==> src/rtl/riscv_pkg.sv <==
// Shared widths, writeback FSM state type and load funct3 encodings.
package riscv_pkg;

    localparam int unsigned XLEN          = 32;
    localparam int unsigned RF_ADDR_WIDTH = 5;
    localparam int unsigned FUNCT3_W      = 3;

    typedef enum logic [1:0] {
        IDLE = 2'd0,
        REQ  = 2'd1,
        WAIT = 2'd2
    } wb_state_t;

    localparam logic [2:0] LB_F3  = 3'd0;
    localparam logic [2:0] LH_F3  = 3'd1;
    localparam logic [2:0] LW_F3  = 3'd2;
    localparam logic [2:0] LBU_F3 = 3'd4;
    localparam logic [2:0] LHU_F3 = 3'd5;

endpackage

==> src/rtl/load_align.sv <==
// Load data extraction and extension, plus the illegal/misaligned check.
// Purely combinational; the error flag depends only on offset and funct3.
module load_align
    import riscv_pkg::*;
#(
    parameter int unsigned XLEN     = 32,
    parameter int unsigned FUNCT3_W = 3
) (
    input  logic [XLEN-1:0]     word_i,
    input  logic [1:0]          offset_i,
    input  logic [FUNCT3_W-1:0] funct3_i,
    output logic [XLEN-1:0]     data_o,
    output logic                err_o
);

    logic [7:0]  byte_sel;
    logic [15:0] half_sel;

    // Pick the addressed byte/halfword, then extend according to load type.
    always_comb begin
        byte_sel = word_i[{offset_i, 3'b000} +: 8];
        half_sel = word_i[{offset_i[1], 4'b0000} +: 16];
        data_o   = '0;
        err_o    = 1'b0;
        case (funct3_i)
            LB_F3: begin
                data_o = {{(XLEN-8){byte_sel[7]}}, byte_sel};
            end
            LH_F3: begin
                data_o = {{(XLEN-16){half_sel[15]}}, half_sel};
                err_o  = offset_i[0];
            end
            LW_F3: begin
                data_o = word_i;
                err_o  = |offset_i;
            end
            LBU_F3: begin
                data_o = {{(XLEN-8){1'b0}}, byte_sel};
            end
            LHU_F3: begin
                data_o = {{(XLEN-16){1'b0}}, half_sel};
                err_o  = offset_i[0];
            end
            default: begin
                err_o = 1'b1;
            end
        endcase
    end

endmodule

==> src/rtl/writeback_unit.sv <==
// Final pipeline stage: writes ALU results directly and performs loads through a
// request/response data-memory port before writing the extended data back.
module writeback_unit
    import riscv_pkg::*;
#(
    parameter int unsigned XLEN          = 32,
    parameter int unsigned RF_ADDR_WIDTH = 5,
    parameter int unsigned FUNCT3_W      = 3
) (
    input  logic                     clk,
    input  logic                     rst,
    input  logic                     ex_valid,
    output logic                     ex_ready,
    input  logic [RF_ADDR_WIDTH-1:0] ex_rd,
    input  logic [XLEN-1:0]          ex_result,
    input  logic                     ex_is_load,
    input  logic [FUNCT3_W-1:0]      ex_funct3,
    output logic                     dmem_req_valid,
    input  logic                     dmem_req_ready,
    output logic [XLEN-1:0]          dmem_addr,
    input  logic                     dmem_rsp_valid,
    input  logic [XLEN-1:0]          dmem_rsp_data,
    output logic                     rf_we,
    output logic [RF_ADDR_WIDTH-1:0] rf_waddr,
    output logic [XLEN-1:0]          rf_wdata,
    output logic                     wb_pending,
    output logic [RF_ADDR_WIDTH-1:0] wb_pending_rd,
    output logic                     load_err
);

    wb_state_t                  state_q, state_d;
    logic [RF_ADDR_WIDTH-1:0]   rd_q, rd_d;
    logic [FUNCT3_W-1:0]        f3_q, f3_d;
    logic [1:0]                 off_q, off_d;
    logic [XLEN-1:0]            addr_q, addr_d;
    logic                       rf_we_q, rf_we_d;
    logic [RF_ADDR_WIDTH-1:0]   rf_waddr_q, rf_waddr_d;
    logic [XLEN-1:0]            rf_wdata_q, rf_wdata_d;
    logic                       load_err_q, load_err_d;

    logic                       accept;
    logic [1:0]                 off_sel;
    logic [FUNCT3_W-1:0]        f3_sel;
    logic [XLEN-1:0]            ext_data;
    logic                       align_err;

    // One aligner serves both uses: in IDLE it checks the incoming load, otherwise
    // it extends the response using the captured offset/funct3.
    always_comb begin
        off_sel = (state_q == IDLE) ? ex_result[1:0] : off_q;
        f3_sel  = (state_q == IDLE) ? ex_funct3 : f3_q;
    end

    load_align #(
        .XLEN     (XLEN),
        .FUNCT3_W (FUNCT3_W)
    ) u_load_align (
        .word_i   (dmem_rsp_data),
        .offset_i (off_sel),
        .funct3_i (f3_sel),
        .data_o   (ext_data),
        .err_o    (align_err)
    );

    assign accept = ex_valid && ex_ready;

    // Next-state and registered-output logic for the IDLE/REQ/WAIT sequence.
    always_comb begin
        state_d    = state_q;
        rd_d       = rd_q;
        f3_d       = f3_q;
        off_d      = off_q;
        addr_d     = addr_q;
        rf_we_d    = 1'b0;
        rf_waddr_d = rf_waddr_q;
        rf_wdata_d = rf_wdata_q;
        load_err_d = 1'b0;
        case (state_q)
            IDLE: begin
                if (accept) begin
                    if (!ex_is_load) begin
                        // rd=0 writes are dropped entirely
                        rf_we_d    = (ex_rd != '0);
                        rf_waddr_d = ex_rd;
                        rf_wdata_d = ex_result;
                    end else if (align_err) begin
                        load_err_d = 1'b1;
                    end else begin
                        rd_d    = ex_rd;
                        f3_d    = ex_funct3;
                        off_d   = ex_result[1:0];
                        addr_d  = {ex_result[XLEN-1:2], 2'b00};
                        state_d = REQ;
                    end
                end
            end
            REQ: begin
                if (dmem_req_ready) begin
                    state_d = WAIT;
                end
            end
            WAIT: begin
                if (dmem_rsp_valid) begin
                    rf_we_d    = (rd_q != '0);
                    rf_waddr_d = rd_q;
                    rf_wdata_d = ext_data;
                    state_d    = IDLE;
                end
            end
            default: begin
                state_d = IDLE;
            end
        endcase
    end

    // State registers; reset abandons any in-flight load.
    always_ff @(posedge clk or posedge rst) begin
        if (rst) begin
            state_q    <= IDLE;
            rd_q       <= '0;
            f3_q       <= '0;
            off_q      <= '0;
            addr_q     <= '0;
            rf_we_q    <= 1'b0;
            rf_waddr_q <= '0;
            rf_wdata_q <= '0;
            load_err_q <= 1'b0;
        end else begin
            state_q    <= state_d;
            rd_q       <= rd_d;
            f3_q       <= f3_d;
            off_q      <= off_d;
            addr_q     <= addr_d;
            rf_we_q    <= rf_we_d;
            rf_waddr_q <= rf_waddr_d;
            rf_wdata_q <= rf_wdata_d;
            load_err_q <= load_err_d;
        end
    end

    // Status and handshake outputs derived from the current state.
    always_comb begin
        ex_ready       = !rst && (state_q == IDLE);
        dmem_req_valid = (state_q == REQ);
        dmem_addr      = (state_q == REQ) ? addr_q : '0;
        wb_pending     = (state_q == REQ) || (state_q == WAIT);
        wb_pending_rd  = wb_pending ? rd_q : '0;
        rf_we          = rf_we_q;
        rf_waddr       = rf_waddr_q;
        rf_wdata       = rf_wdata_q;
        load_err       = load_err_q;
    end

endmodule
==> config.mk <==
export PLATFORM = sky130hd
export DESIGN_NAME = writeback_unit
export DESIGN_NICKNAME = d
export VERILOG_FILES = /design/src/rtl/riscv_pkg.sv /design/src/rtl/load_align.sv /design/src/rtl/writeback_unit.sv
export SDC_FILE = /design/constraint.sdc
export NUM_CORES = 1
export LEC_CHECK = 0
export ABC_CLOCK_PERIOD_IN_PS = 3200
export BUFFER_PORTS_ARGS = -buffer_cell sky130_fd_sc_hd__buf_2
export CORE_MARGIN = 2
export CORE_UTILIZATION = 30
export CTS_CLUSTER_DIAMETER = 80
export CTS_CLUSTER_SIZE = 30
export DETAILED_ROUTE_END_ITERATION = 10
export PLACE_DENSITY_LB_ADDON = 0.2
export SLEW_MARGIN = 20
export SYNTH_ARGS = -nofsm -noshare
export SYNTH_HDL_FRONTEND = slang
export SYNTH_SLANG_ARGS = --single-unit
export TNS_END_PERCENT = 10
==> constraint.sdc <==
create_clock -name clk -period 3.2 [get_ports clk]
set_clock_uncertainty 0.15 [all_clocks]
set_input_delay 0.64 -clock clk [delete_from_list [all_inputs] [get_ports clk]]
set_output_delay 0.64 -clock clk [all_outputs]
set_load 0.02 [all_outputs]
# [After elaboration in Yosys (flattened, before gate mapping)]
# Cells that the tools add are included.
# W data, S select, Z words.
[op_classes] eq_ne=12 n_shift=2 mux=28 n_bitwise=1 n_reduce_logical=15
[op_table] operator="$pmux W32 S5" count=1
[op_table] operator="$mux W32" count=4
[op_table] operator="$pmux W32 S2" count=1
[op_table] operator="$shiftx A32 B6 Y16" count=1
[op_table] operator="$shiftx A32 B6 Y8" count=1
[op_table] operator="$mux W5" count=4
[op_table] operator="$mux W2" count=6
[op_table] operator="$ne A2 B2 Y1 const B" count=5
[op_table] operator="$pmux W5 S2" count=1
[op_table] operator="$reduce_bool A5 Y1" count=2
[op_table] operator="$reduce_and A4 Y1" count=2
[op_table] operator="$mux W1" count=7
[op_table] operator="$eq A3 B3 Y1 const B" count=2
[op_table] operator="$pmux W2 S3" count=1
[op_table] operator="$reduce_or A2 Y1" count=3
[op_table] operator="$reduce_and A5 Y1" count=1
[op_table] operator="$eq A3 B1 Y1 const B" count=1
[op_table] operator="$eq A3 B2 Y1 const B" count=1
[op_table] operator="$logic_not A3 Y1" count=1
[op_table] operator="$mux W3" count=1
[op_table] operator="$pmux W1 S3" count=1
[op_table] operator="$eq A2 B1 Y1 const B" count=1
[op_table] operator="$eq A2 B2 Y1 const B" count=1
[op_table] operator="$logic_and A1 B1 Y1" count=2
[op_table] operator="other kinds (7)" count=7
[word_totals] reg_bits=81 in_bits=78 out_inout_bits=79 elab_cells=67

# [Longest topological paths before layout]
[depth] word_depth=9 depth_mapped=10 ltp_nobuf=7

# [Modules after synthesis]
# A second synthesis with hierarchy kept.
[unflattened] hier_cells=401 area_unflattened_um2=4844.6
[by_module_without_submodules] mod="writeback_unit" n_inst=1 cells_per_inst=280 area_per_inst_um2=3918.8 seq_area_each_um2=2026.9
[by_module_without_submodules] mod="load_align" n_inst=1 cells_per_inst=121 area_per_inst_um2=925.9 seq_area_each_um2=0.0

# [Worst setup path before layout]
# No wires, ideal clock.
[synth_timing] kind="reg2reg" from="register state_q[0]" to="register rf_wdata_q[8] (netlist: rf_wdata[8])" setup_time_ns=0.138 t_arrival_ns=2.030 t_required_ns=2.912 slack_ns=0.882 path_stages_with_launch=10 path_buffers=2 synth_period_minus_slack_ns=2.318 cell_sequence="dfrtp_1 inv_1 ha_1 buf_6 mux2_2 nor2_1 o22ai_2 buf_6 a222oi_1 o211ai_1"
[synth_between] elab_chain_cells=6 elab_cells_between_ends=21 cone_classes="8 x eq/ne; 2 x shift; 5 x mux; 6 x reduce/logical"
[synth_rtl] element="start: declaration" line_no="writeback_unit.sv:31" text="wb_state_t state_q, state_d;"
[synth_rtl] element="start signal: assignment" line_no="writeback_unit.sv:129" text="state_q <= state_d;"
[synth_rtl] element="$logic_not A2 Y1"
[synth_rtl] element="$mux W2 / $mux W3 (equally long branches)" line_no="writeback_unit.sv:50, writeback_unit.sv:51"
[synth_rtl] element="$shiftx A32 B6 Y16 (tied with other cells)" line_no="load_align.sv:22" text="half_sel = word_i[{offset_i[1], 4'b0000} +: 16];"
[synth_rtl] element="$pmux W32 S5" line_no="load_align.sv:25" text="case (funct3_i)"
[synth_rtl] element="$mux W32" line_no="writeback_unit.sv:103" text="if (dmem_rsp_valid) begin"
[synth_rtl] element="$pmux W32 S2" line_no="writeback_unit.sv:78" text="case (state_q)"
[synth_rtl] element="end signal: assignment" line_no="writeback_unit.sv:136" text="rf_wdata_q <= rf_wdata_d;"
[synth_rtl] element="end: declaration" line_no="writeback_unit.sv:38" text="logic [XLEN-1:0] rf_wdata_q, rf_wdata_d;"
# Several ways; a longest one is shown, not always the timed one. The select of a mux whose other input is x is not followed.
# A chain may end at the register's enable or synchronous reset.

# [Worst setup path after layout]
[layout_timing] from="register state_q[0]" to="register rf_wdata_q[29] (netlist: rf_wdata[29])"
# The elaborated chain is that of the path after synthesis.

==> run summary <==
Post-synth EDFFs = 0
TritonCTS clock tree = done
register area share after synthesis = 44.2%
I/O pin cnt = 157
Setup Crit Path Kind = reg -> reg
H-tree depth = 3
drt pass-1 iters = 6
Worst-Margin Slew = 815 ps
Slew HR = 45.6%
Netlist cell types = 48
final hold vios = 0
Overflow after GRT = 0
ranking of synthesized cells by area = dfrtp_1, mux2_1, and2_1
fraction of registers with async set/reset = 100%
site row count = 45
Die ar. = 16,300 um^2
CTS Hold Bufs = 0
Residual DRC = 0
CP max stage delay = 600 ps
via/cell ratio = 5.33
cell-internal power = 3010 uW
Avg WL per Cell = 20.1 um
worst endpoint data arrival time = 2950 ps
setup TNS = 0 ps
Worst Setup End Kind = flop
Leak = 0.00275 uW
Num CTS Buffers = 9
share of the synthesized area in the top cell type = 44.2%
drt total wl = 15.5 mm
Post-Place Cell Area = 5560 um^2
Die Width = 128 um
Max Cap Viol = 0
Layout area overhead = 27.8%
area leader, netlist = dfrtp_1
Crit-path slowest cell = nor3_4
switching share of total power = 41.4%
area of the core = 15,100 um^2
Seq cells post-synth = 81
Startpoint Class = flop
Buf/Inv on CP = 2
design area = 5860 um^2
gr usage total = 19.4%
Main synth FF type = dfrtp_1
fin. max-slew vios = 0
Syn Inst Count = 436
Worst Hold Class = in -> async
Mapped Area = 4590 um^2
final hold slack = 311 ps
CP max FO = 16
vias in the first global route = 4,175
status = finished, final reports clean
port buffer count = 154
YS warnings = 0
Fmax achieved = 352 MHz
Clk network pwr share = 20.0%
final net count = 663
DRT iter0 DRCs = 433
Initial Util = 30.4%
Worst-Skew Late Latency = 350 ps
first-pass GRT wire length = 23.9 mm
Via Count = 4,129
CP required = 3310 ps
share of cells above drive strength 1 = 35.7%
root buffer cell = clkbuf_16
Net Switching = 2120 uW
Worst-path clk slew = 60 ps
Comb pwr share = 45.5%
Top delay family on crit path = simple AND/OR/NAND/NOR gates
Final setup viols = 0
power per cell area = 875 nW/um^2
RSZ-0062 raised after global routing = false
crit path time final = 2840 ps
Clock Sinks = 81
syn_area_per_cell = 10.5 um^2
initial antenna violation count = 1
die height = 128 um
post-route ant nets = 0
pin count of the biggest net entering global routing = 43
Final Wtd Congestion = 0.832
worst-case clock buffer depth = 2
sequential share of power = 34.5%
maximum vdd drop = 0.000347 V
final period utilization = 88.7%
worst path cell trace = inv_1 -> ha_1 -> buf_4 -> mux2_2 -> nor3_4 -> a221oi_1 -> o211ai_1
Final HPWL DP = 11.7 mm
cell families after synthesis:
group,Yosys count,share of synthesized area (%)
mux,65,16.2
fa+ha+maj,3,0.819
other cells,1,0.0818
compound gates,105,18.0
buf+inv,41,4.77
simple gates,140,15.9
flops,81,44.2
metal layers:
layer	wire, um	GRT usage (%)	up-vias	part of all wire [%]
li1	-	-	1914	-
met1	6990	26.3	2006	45
met2	6840	29.2	182	44
met3	1360	6.32	27	8.7
met4	344	6.40	0	2.2
met5	0	0	-	0
flip-flops by register name, summed over array words and instances, names as in the netlist:
| register | flops |
|---|---|
| rf_we | 1 |
| off_q | 2 |
| state_q | 2 |
| load_err | 1 |
| rf_waddr | 5 |
| rd_q | 5 |
| addr_q | 30 |
| f3_q | 3 |
| rf_wdata | 32 |
through the flow:
step,instances,worst slack (ps),utilization [%],power [uW]
3_3_place_gp,759,155,36.9,4070
2_1_floorplan,437,330,-,3350
3_5_place_dp,759,91.1,36.9,4110
4_1_cts,773,77.5,38.7,5160
5_1_grt,773,146,38.8,5480
6_report,774,360,38.8,5130
cell type report:
cell class / count / area, um^2
clock buffer: 9 / 225
inverter: 6 / 23.8
timing repair buffer: 169 / 896
tap: 188 / 235
antenna: 1 / 2.50
multi-input combinational: 315 / 2390
fill: 1538 / 9230
clock inverter: 5 / 58.8
sequential: 81 / 2030
timing repair:
action / CTS / global route
setup endpoints to repair: 0 / 22
buffers inserted: 0 / 0
gates resized for setup: 0 / 1
power by group through the flow:
stage / combinational [uW] / clock, uW / sequential (uW)
after floorplan: 1400 / 0 / 1960
after global placement: 2290 / 0 / 1780
after detailed placement: 2320 / 0 / 1790
after CTS: 2340 / 1050 / 1770
after global routing: 2550 / 1100 / 1830
final: 2330 / 1030 / 1770
synthesized netlist by cell type, types with 2 or more instances:
library cell	number
dfrtp_1	81
nand2_1	42
mux2_1	40
and2_1	35
nand3_1	26
o211ai_1	25
mux2i_1	19
o21ai_0	19
a221oi_1	16
clkbuf_1	16
nor2_1	13
a222oi_1	8
a22oi_1	7
buf_2	7
buf_4	7
inv_1	6
nor2b_1	6
a21oi_1	5
nand2b_1	5
o221a_2	5
buf_6	4
o21ai_1	4
a221oi_2	3
a31oi_1	3
ha_1	3
mux2_2	3
nor3_1	3
a21o_1	2
mux4_2	2
nor3b_1	2
or4_1	2
worst reg2reg max path, stage by stage, from the launching register on:
cell      delay [ps]
dfrtp_1          380
inv_1            100
ha_1             540
buf_4            250
mux2_2           380
nor3_4           600
a221oi_1         120
o211ai_1         230
placed cells by master, fill, tap and decap left out, types with 2 or more instances in the layout:
cell	netlist	routed
o221a_2	5	5
nor3b_1	2	2
a21oi_1	5	5
dfrtp_1	81	81
a222oi_1	8	8
a221oi_2	3	3
nor2_1	13	13
a22oi_1	7	7
clkbuf_16	0	9
o21ai_1	4	2
a31oi_1	3	3
and2_1	35	35
o21ai_0	19	19
mux2_2	3	3
clkinv_2	0	2
ha_1	3	3
nor2b_1	6	6
a21o_1	2	2
o21ai_4	0	2
mux2i_1	19	19
nand2b_1	5	5
nor3_1	3	3
nand3_1	26	26
buf_4	7	14
buf_2	7	154
mux4_2	2	2
a221oi_1	16	16
nand2_1	42	42
inv_1	6	5
clkinvlp_4	0	2
or4_1	2	2
conb_1	1	2
mux2_1	40	40
o211ai_1	25	25
path summary, 6_finish.rpt:
| check | cells past startpoint | slack (ps) | to | from |
|---|---|---|---|---|
| max in group asynchronous | 3 | 1910 | addr_q[16] | rst |
| min in group clk | 2 | 330 | rf_waddr[1] | rf_waddr[1] |
| max reg2reg | 7 | 360 | rf_wdata[29] | state_q[0] |
| max | 7 | 360 | rf_wdata[29] | state_q[0] |
| min reg2reg | 2 | 330 | rf_waddr[1] | rf_waddr[1] |
| min | 2 | 310 | f3_q[2] | rst |
Power figures use the tool's default switching activity.
